### config.mk
export PLATFORM = sky130hd
export DESIGN_NAME = rtype_rf_sequencer
export DESIGN_NICKNAME = d
export VERILOG_FILES = /design/src/rtl/rtype_rf_sequencer.sv
export SDC_FILE = /design/constraint.sdc
export NUM_CORES = 1
export LEC_CHECK = 0
export ABC_CLOCK_PERIOD_IN_PS = 6500
export CAP_MARGIN = 20
export CORE_ASPECT_RATIO = 1.5
export CORE_MARGIN = 2
export CORE_UTILIZATION = 60
export CTS_BUF_LIST = sky130_fd_sc_hd__clkbuf_8
export DETAILED_ROUTE_END_ITERATION = 16
export PLACE_DENSITY = 0.9
export SYNTH_ARGS = -nofsm -noshare
export SYNTH_HDL_FRONTEND = slang
export SYNTH_SLANG_ARGS = --single-unit
export TNS_END_PERCENT = 1
### constraint.sdc
create_clock -name clka -period 6.5 [get_ports clka]
set_input_delay 1.3 -clock clka [delete_from_list [all_inputs] [get_ports clka]]
set_output_delay 1.3 -clock clka [all_outputs]
set_load 0.03 [all_outputs]
### src/rtl/rtype_rf_sequencer.sv
// ---------------------------------------------------------------------------
// rtype_rf_sequencer
//
// Multicycle MIPS R-type execution sequencer. It is the initiator side of the
// CPU register file. Each instruction goes through four states:
// IDLE -> FETCH -> EXEC -> WB -> IDLE.
// - FETCH: reads rs and rt through the two read ports.
// - EXEC:  computes the ALU result, overflow and legality.
// - WB:    issues a single-cycle write of rd.
// One instruction is accepted every four cycles.
//
// Parameters:
//   CHECK_OVF    1: signed overflow on add/sub suppresses the write and
//                   raises ovf.
//                0: add/sub behave exactly like addu/subu.
//
// Ports:
//   clka         rising-edge clock
//   rsta         asynchronous active-high reset
//   instr_valid  instruction offered by decode
//   instr_ready  high only while idle
//   instr        32-bit R-type instruction word
//   rf_raddra    read address A (rs)
//   rf_raddrb    read address B (rt)
//   rf_douta     read data A, combinational from rf_raddra
//   rf_doutb     read data B, combinational from rf_raddrb
//   rf_wea       write enable, high for one cycle per committed write
//   rf_waddra    write address (rd)
//   rf_dina      write data (ALU result)
//   done         one-cycle pulse when the instruction retires
//   ovf          one-cycle pulse with done on signed add/sub overflow
//   illegal      one-cycle pulse with done on unsupported op/funct
// ---------------------------------------------------------------------------
module rtype_rf_sequencer #(
   parameter bit CHECK_OVF = 1'b1
) (
   input  logic        clka,
   input  logic        rsta,
   input  logic        instr_valid,
   output logic        instr_ready,
   input  logic [31:0] instr,
   output logic [4:0]  rf_raddra,
   output logic [4:0]  rf_raddrb,
   input  logic [31:0] rf_douta,
   input  logic [31:0] rf_doutb,
   output logic        rf_wea,
   output logic [4:0]  rf_waddra,
   output logic [31:0] rf_dina,
   output logic        done,
   output logic        ovf,
   output logic        illegal
);

   typedef enum logic [1:0] {IDLE, FETCH, EXEC, WB} state_t;

   state_t      state;

   // Only the fields still needed after FETCH are kept.
   // The read addresses are latched straight into the output registers.
   logic [5:0]  op_q;
   logic [4:0]  rd_q;
   logic [4:0]  shamt_q;
   logic [5:0]  funct_q;
   logic [31:0] op_a;
   logic [31:0] op_b;

   logic [31:0] alu_result;
   logic        alu_ovf;
   logic        alu_legal;
   logic [31:0] sum;
   logic [31:0] diff;

   // Ready is decoded from state alone.
   // Reset forces IDLE, so ready reads 1 while reset is held.
   assign instr_ready = (state == IDLE);

   assign sum  = op_a + op_b;
   assign diff = op_a - op_b;

   // ALU, legality and overflow detection on the captured operands.
   // Overflow compares the result sign with A:
   // - add overflows only when the operands share a sign,
   // - sub overflows only when the operand signs differ.
   always_comb begin
      alu_result = 32'd0;
      alu_ovf    = 1'b0;
      alu_legal  = (op_q == 6'd0);
      case (funct_q)
         6'h20: begin
            alu_result = sum;
            alu_ovf    = CHECK_OVF && (op_a[31] == op_b[31]) && (sum[31] != op_a[31]);
         end
         6'h21: alu_result = sum;
         6'h22: begin
            alu_result = diff;
            alu_ovf    = CHECK_OVF && (op_a[31] != op_b[31]) && (diff[31] != op_a[31]);
         end
         6'h23: alu_result = diff;
         6'h24: alu_result = op_a & op_b;
         6'h25: alu_result = op_a | op_b;
         6'h26: alu_result = op_a ^ op_b;
         6'h27: alu_result = ~(op_a | op_b);
         6'h2A: alu_result = {31'd0, ($signed(op_a) < $signed(op_b))};
         6'h2B: alu_result = {31'd0, (op_a < op_b)};
         6'h00: alu_result = op_b << shamt_q;
         6'h02: alu_result = op_b >> shamt_q;
         6'h03: alu_result = $unsigned($signed(op_b) >>> shamt_q);
         default: alu_legal = 1'b0;
      endcase
   end

   // Main sequencer.
   // All outputs apart from instr_ready are registered here.
   // The retirement flags are loaded at the end of EXEC, so they are
   // visible for exactly the WB cycle.
   // Reset in any state drops the in-flight instruction before it can
   // write anything.
   always_ff @(posedge clka or posedge rsta) begin
      if (rsta) begin
         state     <= IDLE;
         op_q      <= 6'd0;
         rd_q      <= 5'd0;
         shamt_q   <= 5'd0;
         funct_q   <= 6'd0;
         op_a      <= 32'd0;
         op_b      <= 32'd0;
         rf_raddra <= 5'd0;
         rf_raddrb <= 5'd0;
         rf_wea    <= 1'b0;
         rf_waddra <= 5'd0;
         rf_dina   <= 32'd0;
         done      <= 1'b0;
         ovf       <= 1'b0;
         illegal   <= 1'b0;
      end else begin
         case (state)
            IDLE: begin
               if (instr_valid) begin
                  op_q      <= instr[31:26];
                  rd_q      <= instr[15:11];
                  shamt_q   <= instr[10:6];
                  funct_q   <= instr[5:0];
                  rf_raddra <= instr[25:21];
                  rf_raddrb <= instr[20:16];
                  state     <= FETCH;
               end
            end
            FETCH: begin
               op_a  <= rf_douta;
               op_b  <= rf_doutb;
               state <= EXEC;
            end
            EXEC: begin
               rf_dina   <= alu_result;
               rf_waddra <= rd_q;
               rf_wea    <= alu_legal && !alu_ovf && (rd_q != 5'd0);
               done      <= 1'b1;
               ovf       <= alu_legal && alu_ovf;
               illegal   <= !alu_legal;
               state     <= WB;
            end
            WB: begin
               rf_wea  <= 1'b0;
               done    <= 1'b0;
               ovf     <= 1'b0;
               illegal <= 1'b0;
               state   <= IDLE;
            end
            default: state <= IDLE;
         endcase
      end
   end

endmodule

==> flow_summary.ini, run 1 <==
[logic_synthesis]
synth-main-ff-cell = dfrtp_1
synthAdderAreaFrac = 0.0905
synth-simple-area-share = 0.157
synth.cells.most_frequent = nand2_1 (206), o21ai_0 (180), nor2_1 (173)
ys_ff_latch = 139
synth.area.top_cells = dfrtp_1 (24%), ha_1 (8.8%), mux2i_1 (7.6%), o21ai_0 (6.3%), nand2_1 (5.4%)
yosysMostFrequentCell = nand2_1
synth_top_family_by_area = compound AO/OA/AOI/OAI gates
synth_warnings = 0
synth_cells = 1793
syn_nets = 1994
post-synth-top-area-cell = dfrtp_1
muxShareOfSynthArea = 0.156
yosysUniqueCellTypes = 92
avgSynthCellArea_um2 = 7.96
synth_top_area_frac = 0.244
async_flop_share = 1.00
ys_seq_area_frac = 0.244
synthXorXnorAreaFrac = 0.0350
synth_area_um2 = 14300
synth_compound_area_frac = 0.245
synth-edff-count = 0

[sta]
period_share = 0.660
tightestPinTransition_ns = 1.15
finalSetupTns_ns = 0
drv_slew = 0
rsz0062_at_grt = no
timing.fmax_mhz = 233
hold_ws_ns = 0.514
fin_skew_ns = 0.0164
max-slew-margin-rel = 0.228
hold_viol = 0
fin_crit_ns = 4.29
setup-violations-final = 0

[cts]
cts.sinks = 139
h-tree-depth = 4
cts_setup_buffers = 0
cts_buffers = 17
cts_tree = done
clkLatencyLatePin_ns = 0.50
clkTransAtPathRegs_ns = 0.10
clockBufferDepth = 2
cts_resized = 0
clockRootBuffer = clkbuf_8
cts_hold_buf = 0

[worst_setup_path]
cp_data_required_time_ns = 6.92
critPathLaunchType = register
r2r_slack_ns = 2.21
reg2reg_to = rf_dina[31]$_DFFE_PP0P_
endpoint_kind = register
r2r_start = op_b[8]$_DFFE_PP0N_
path_max_fanout = 11
cp.arrival_ns = 4.71
critPathKind = reg2reg
r2r_cells = 12

[global_routing]
antenna_found_initial = 0
grt_max_degree = 101
grt_overflow_total = 0
grt_pass1_wl_um = 88100
grt_pass1_vias = 14890
gr-usage-all-layers = 0.476

[routing]
drtIter0Drc = 1670
num_vias = 14967
drtPass1Iterations = 9
viasPerCell = 6.88
final_antenna_net_count = 0
detail_route.wl_per_cell_um = 27.0
drc = 0
wl_um = 58700

[layout]
final_area_um2 = 16100
drive_above_1_share = 0.0958
syn_to_final_growth_pct = 13.1
finalNonFillerCells = 2177
diodes = 0
finalNetCount = 2046

[placement]
dp.cells = 2142
gp_congestion = 1.09
numPortBuffers = 150
place_hpwl_um = 43300
placed_cell_area_um2 = 15700

[floorplanning]
dieHeight_um = 193
pin_count = 151
dieWidth_um = 130
core-area_um2 = 23600
die-area_um2 = 25100
start_util = 0.606
rows = 69

[worst_hold_path]
hold_path_class = reg2reg
worstHoldStart = op_q[2]$_DFFE_PP0P_
hold_depth = 1
min_to = op_q[2]$_DFFE_PP0P_

[job]
drv_cap = 0

[status]
status = finished, final reports clean
[state kept, by name, indices dropped and copies added, names as in the netlist, 5 cells and up]
name,cells
funct_q,6
op_a,32
op_b,32
op_q,6
rd_q,5
rf_dina,32
rf_raddra,5
rf_raddrb,5
rf_waddra,5
shamt_q,5
[routing by layer]
metal,track usage,vias to the layer above,part of all wire
li1,-,6507,-
met2,0.766,994,0.47
met3,0.111,320,0.088
met1,0.516,7146,0.34
met5,0,-,0
met4,0.422,0,0.10
[layout by cell type (no fill, tap or decap), types with 7 or more instances in the layout]
| cell | n |
|---|---|
| a2111oi_0 | 7 |
| a22oi_1 | 7 |
| o211ai_1 | 16 |
| dfrtp_1 | 133 |
| or3_1 | 7 |
| nand4_1 | 10 |
| o22ai_1 | 14 |
| o31ai_1 | 7 |
| a31oi_1 | 22 |
| a21o_1 | 13 |
| a21oi_1 | 150 |
| nand3_1 | 17 |
| a221oi_1 | 12 |
| nor4_1 | 14 |
| mux4_2 | 26 |
| clkdlybuf4s50_1 | 150 |
| nor2_1 | 173 |
| a211oi_1 | 23 |
| nand2_1 | 206 |
| nand2b_1 | 17 |
| clkbuf_8 | 17 |
| ha_1 | 98 |
| o21ai_0 | 180 |
| mux2_2 | 48 |
| xnor2_1 | 53 |
| o21bai_1 | 15 |
| inv_1 | 98 |
| nor2b_1 | 7 |
| buf_4 | 23 |
| nor3_1 | 22 |
| mux2i_1 | 108 |
[critical path, cell delays in order, from the launching register on]
cell and delay (ns):
dfrtp_1 0.55, inv_1 0.17, ha_1 0.62, nor2b_1 0.13, o311ai_1 0.34, a21oi_1 0.14
a211oi_2 0.37, o21ai_1 0.19, a221oi_2 0.55, o21ai_2 0.19, a2111oi_0 0.57, a31oi_1 0.11
a32oi_1 0.25
[logic make-up (layout without fill, tap and decap cells)]
family | Yosys count | in the layout
AO/OA/AOI/OAI | 552 | 552
multiplexers | 183 | 183
XOR/XNOR | 57 | 57
flip-flops | 139 | 139
buffers and inverters | 250 | 315
AND/OR/NAND/NOR | 510 | 510
adder cells (fa/ha/maj) | 102 | 102
[metrics by stage]
stage | util | setup WS [ns]
CTS | 0.684 | 2.41
global placement | 0.668 | 2.28
floorplan | - | 1.48
global route | 0.685 | 2.15
finish | 0.685 | 2.21
detailed placement | 0.668 | 2.53
[layout make-up]
class,count,area (um2)
Clock buffer,17,234
Clock inverter,15,149
Fill cell,1947,7430
Inverter,106,408
Multi-Input combinational cell,1404,9760
Sequential cell,139,3490
Tap cell,319,399
Timing Repair Buffer,177,1700
[how the worst max path moves through the flow]
stage | to | cells after the start | from
finish | rf_dina[31]$_DFFE_PP0P_ | 12 | op_b[8]$_DFFE_PP0N_
global route | rf_dina[31]$_DFFE_PP0P_ | 12 | op_b[8]$_DFFE_PP0N_
CTS | rf_dina[31]$_DFFE_PP0P_ | 12 | op_b[8]$_DFFE_PP0N_
detailed placement | rf_dina[31]$_DFFE_PP0P_ | 12 | op_b[8]$_DFFE_PP0N_
global placement | rf_dina[6]$_DFFE_PP0P_ | 9 | shamt_q[1]$_DFFE_PP0P_
floorplan | done$_DFFE_PP0P_ | 1 | rsta
Power of run 1 is not shown: default switching activity piles up to over one toggle a cycle in this logic, so the estimate is an artifact.
==> run 2: changes to the inputs <==
ABC_CLOCK_PERIOD_IN_PS = 4000   (was 6500)
clock period = 4 ns   (was 6.5 ns; I/O delays follow)
==> flow_summary.ini, run 2 (same netlist as run 1, synthesis figures left out) <==
[status]
status = complete, but fails checks
violations = negative setup slack

[layout]
drive_above_1_share = 0.115
top_regs = op_a x32, op_b x32, rf_dina x32
syn_to_final_growth_pct = 15.5
final_common_cell = nand2_1
finalNetCount = 2085
fillers = 1926
final_cell_mix = nand2_1 (206), o21ai_0 (180), nor2_1 (173)

[placement]
dp_slack_ns = 0.310
place_hpwl_um = 44400
numPortBuffers = 150
gp_congestion = 1.08

[routing]
final_antenna_net_count = 0
drtIter0Drc = 1736
detail_route.wl_per_cell_um = 26.7
drc = 0
viasPerCell = 6.78
wl_um = 59200
num_vias = 15022
drtPass1Iterations = 8

[global_routing]
grt_max_degree = 106
grt_overflow_total = 0
grt_pass1_vias = 14828
antenna_found_initial = 2
grt_pass1_wl_um = 88300
gr-usage-all-layers = 0.478

[worst_setup_path]
r2r_slack_ns = -0.01
critPathLaunchType = register
r2r_cells = 13
slowest_stage = dfrtp_1
reg2reg_to = rf_dina[26]$_DFFE_PP0P_
critPathKind = reg2reg
cp_cell_sequence = ha_1, fa_1, o21bai_1, a2111oi_0, buf_4, nor3_1, o211ai_1, a21oi_1, o21ai_1, nand2_1, nand3_1, a2111o_1, o211ai_1
endpoint_kind = register
r2r_start = op_b[0]$_DFFE_PP0N_
startpoint = op_b[0]$_DFFE_PP0N_
path_max_fanout = 10
cp_num_buf_inv = 1
max_stage_delay_ns = 0.52
cp_data_required_time_ns = 4.42
cpMostUsedCell = o211ai_1
critical-path-top-delay-family = compound AO/OA/AOI/OAI gates
crit_cells = 13
cp.arrival_ns = 4.44
endpoint = rf_dina[26]$_DFFE_PP0P_

[sta]
period_share = 1.00
hold_viol = 0
fin_crit_ns = 4.01
rsz0062_at_grt = yes
tightestPinTransition_ns = 1.22
fin_skew_ns = 0.0212
max-slew-margin-rel = 0.181
worst_slack_ns = -0.0123
drv_slew = 0
setup-violations-final = 1
timing.fmax_mhz = 249

[floorplanning]
core-area_um2 = 23600
pin_count = 151
start_util = 0.606
rows = 69
dieHeight_um = 193
die-area_um2 = 25100
dieWidth_um = 130

[cts]
cts_hold_buf = 0
cts_setup_buffers = 0
cts_tree = done
cts.sinks = 139
h-tree-depth = 4
clockBufferDepth = 2
clockRootBuffer = clkbuf_8
cts_buffers = 17
clkLatencyLatePin_ns = 0.52
cts_resized = 0
clkTransAtPathRegs_ns = 0.11

[job]
drv_cap = 0

[worst_hold_path]
hold_depth = 1
hold_path_class = reg2reg
## run 2: how the worst min path moves through the flow
stage / from / slack [ns] / end
3_5_place_dp: rf_raddrb[3]$_DFFE_PP0P_ / 0.50 / rf_raddrb[3]$_DFFE_PP0P_
3_3_place_gp: rf_wea$_DFFE_PP0P_ / 0.47 / rf_wea$_DFFE_PP0P_
4_1_cts: rf_raddra[0]$_DFFE_PP0P_ / 0.52 / rf_raddra[0]$_DFFE_PP0P_
6_report: rf_raddra[0]$_DFFE_PP0P_ / 0.52 / rf_raddra[0]$_DFFE_PP0P_
2_1_floorplan: op_q[2]$_DFFE_PP0P_ / 0.47 / op_q[2]$_DFFE_PP0P_
5_1_grt: rf_waddra[4]$_DFFE_PP0P_ / 0.54 / rf_waddra[4]$_DFFE_PP0P_
## run 2: metal layers
metal / global-route usage / share of wire / vias up
met5: 0 / 0.00052 / -
met4: 0.449 / 0.12 / 4
met3: 0.143 / 0.095 / 365
met2: 0.768 / 0.46 / 1005
met1: 0.488 / 0.32 / 7070
li1: - / - / 6578
## run 2: cell type report
cell class,instances,area [um2],share of cell area
Inverter,106,407,0.0247
Antenna cell,1,2.50,0.000152
Clock buffer,17,234,0.0142
Multi-Input combinational cell,1404,9770,0.592
Timing Repair Buffer,216,2040,0.124
Tap cell,319,399,0.0242
Clock inverter,15,146,0.00888
Sequential cell,139,3490,0.212
## run 2: through the flow
stage,std cells,hold WS (ns),area [um2],setup TNS (ns),util
3_3_place_gp,2183,0.467,16100,0,0.683
5_1_grt,2216,0.537,16500,-0.0726,0.700
3_5_place_dp,2184,0.499,16100,0,0.683
2_1_floorplan,1793,0.470,14300,0,-
6_report,2217,0.517,16500,-0.0123,0.700
4_1_cts,2216,0.517,16500,0,0.699
## run 2: worst register-to-register path, cell delays in order (launching register included)
cell       delay [ns]
dfrtp_1          0.52
ha_1             0.28
fa_1             0.43
o21bai_1         0.28
a2111oi_0        0.20
buf_4            0.17
nor3_1           0.34
o211ai_1         0.22
a21oi_1          0.45
o21ai_1          0.16
nand2_1          0.20
nand3_1          0.14
a2111o_1         0.43
o211ai_1         0.10
Power of run 2 is left out for the same reason.
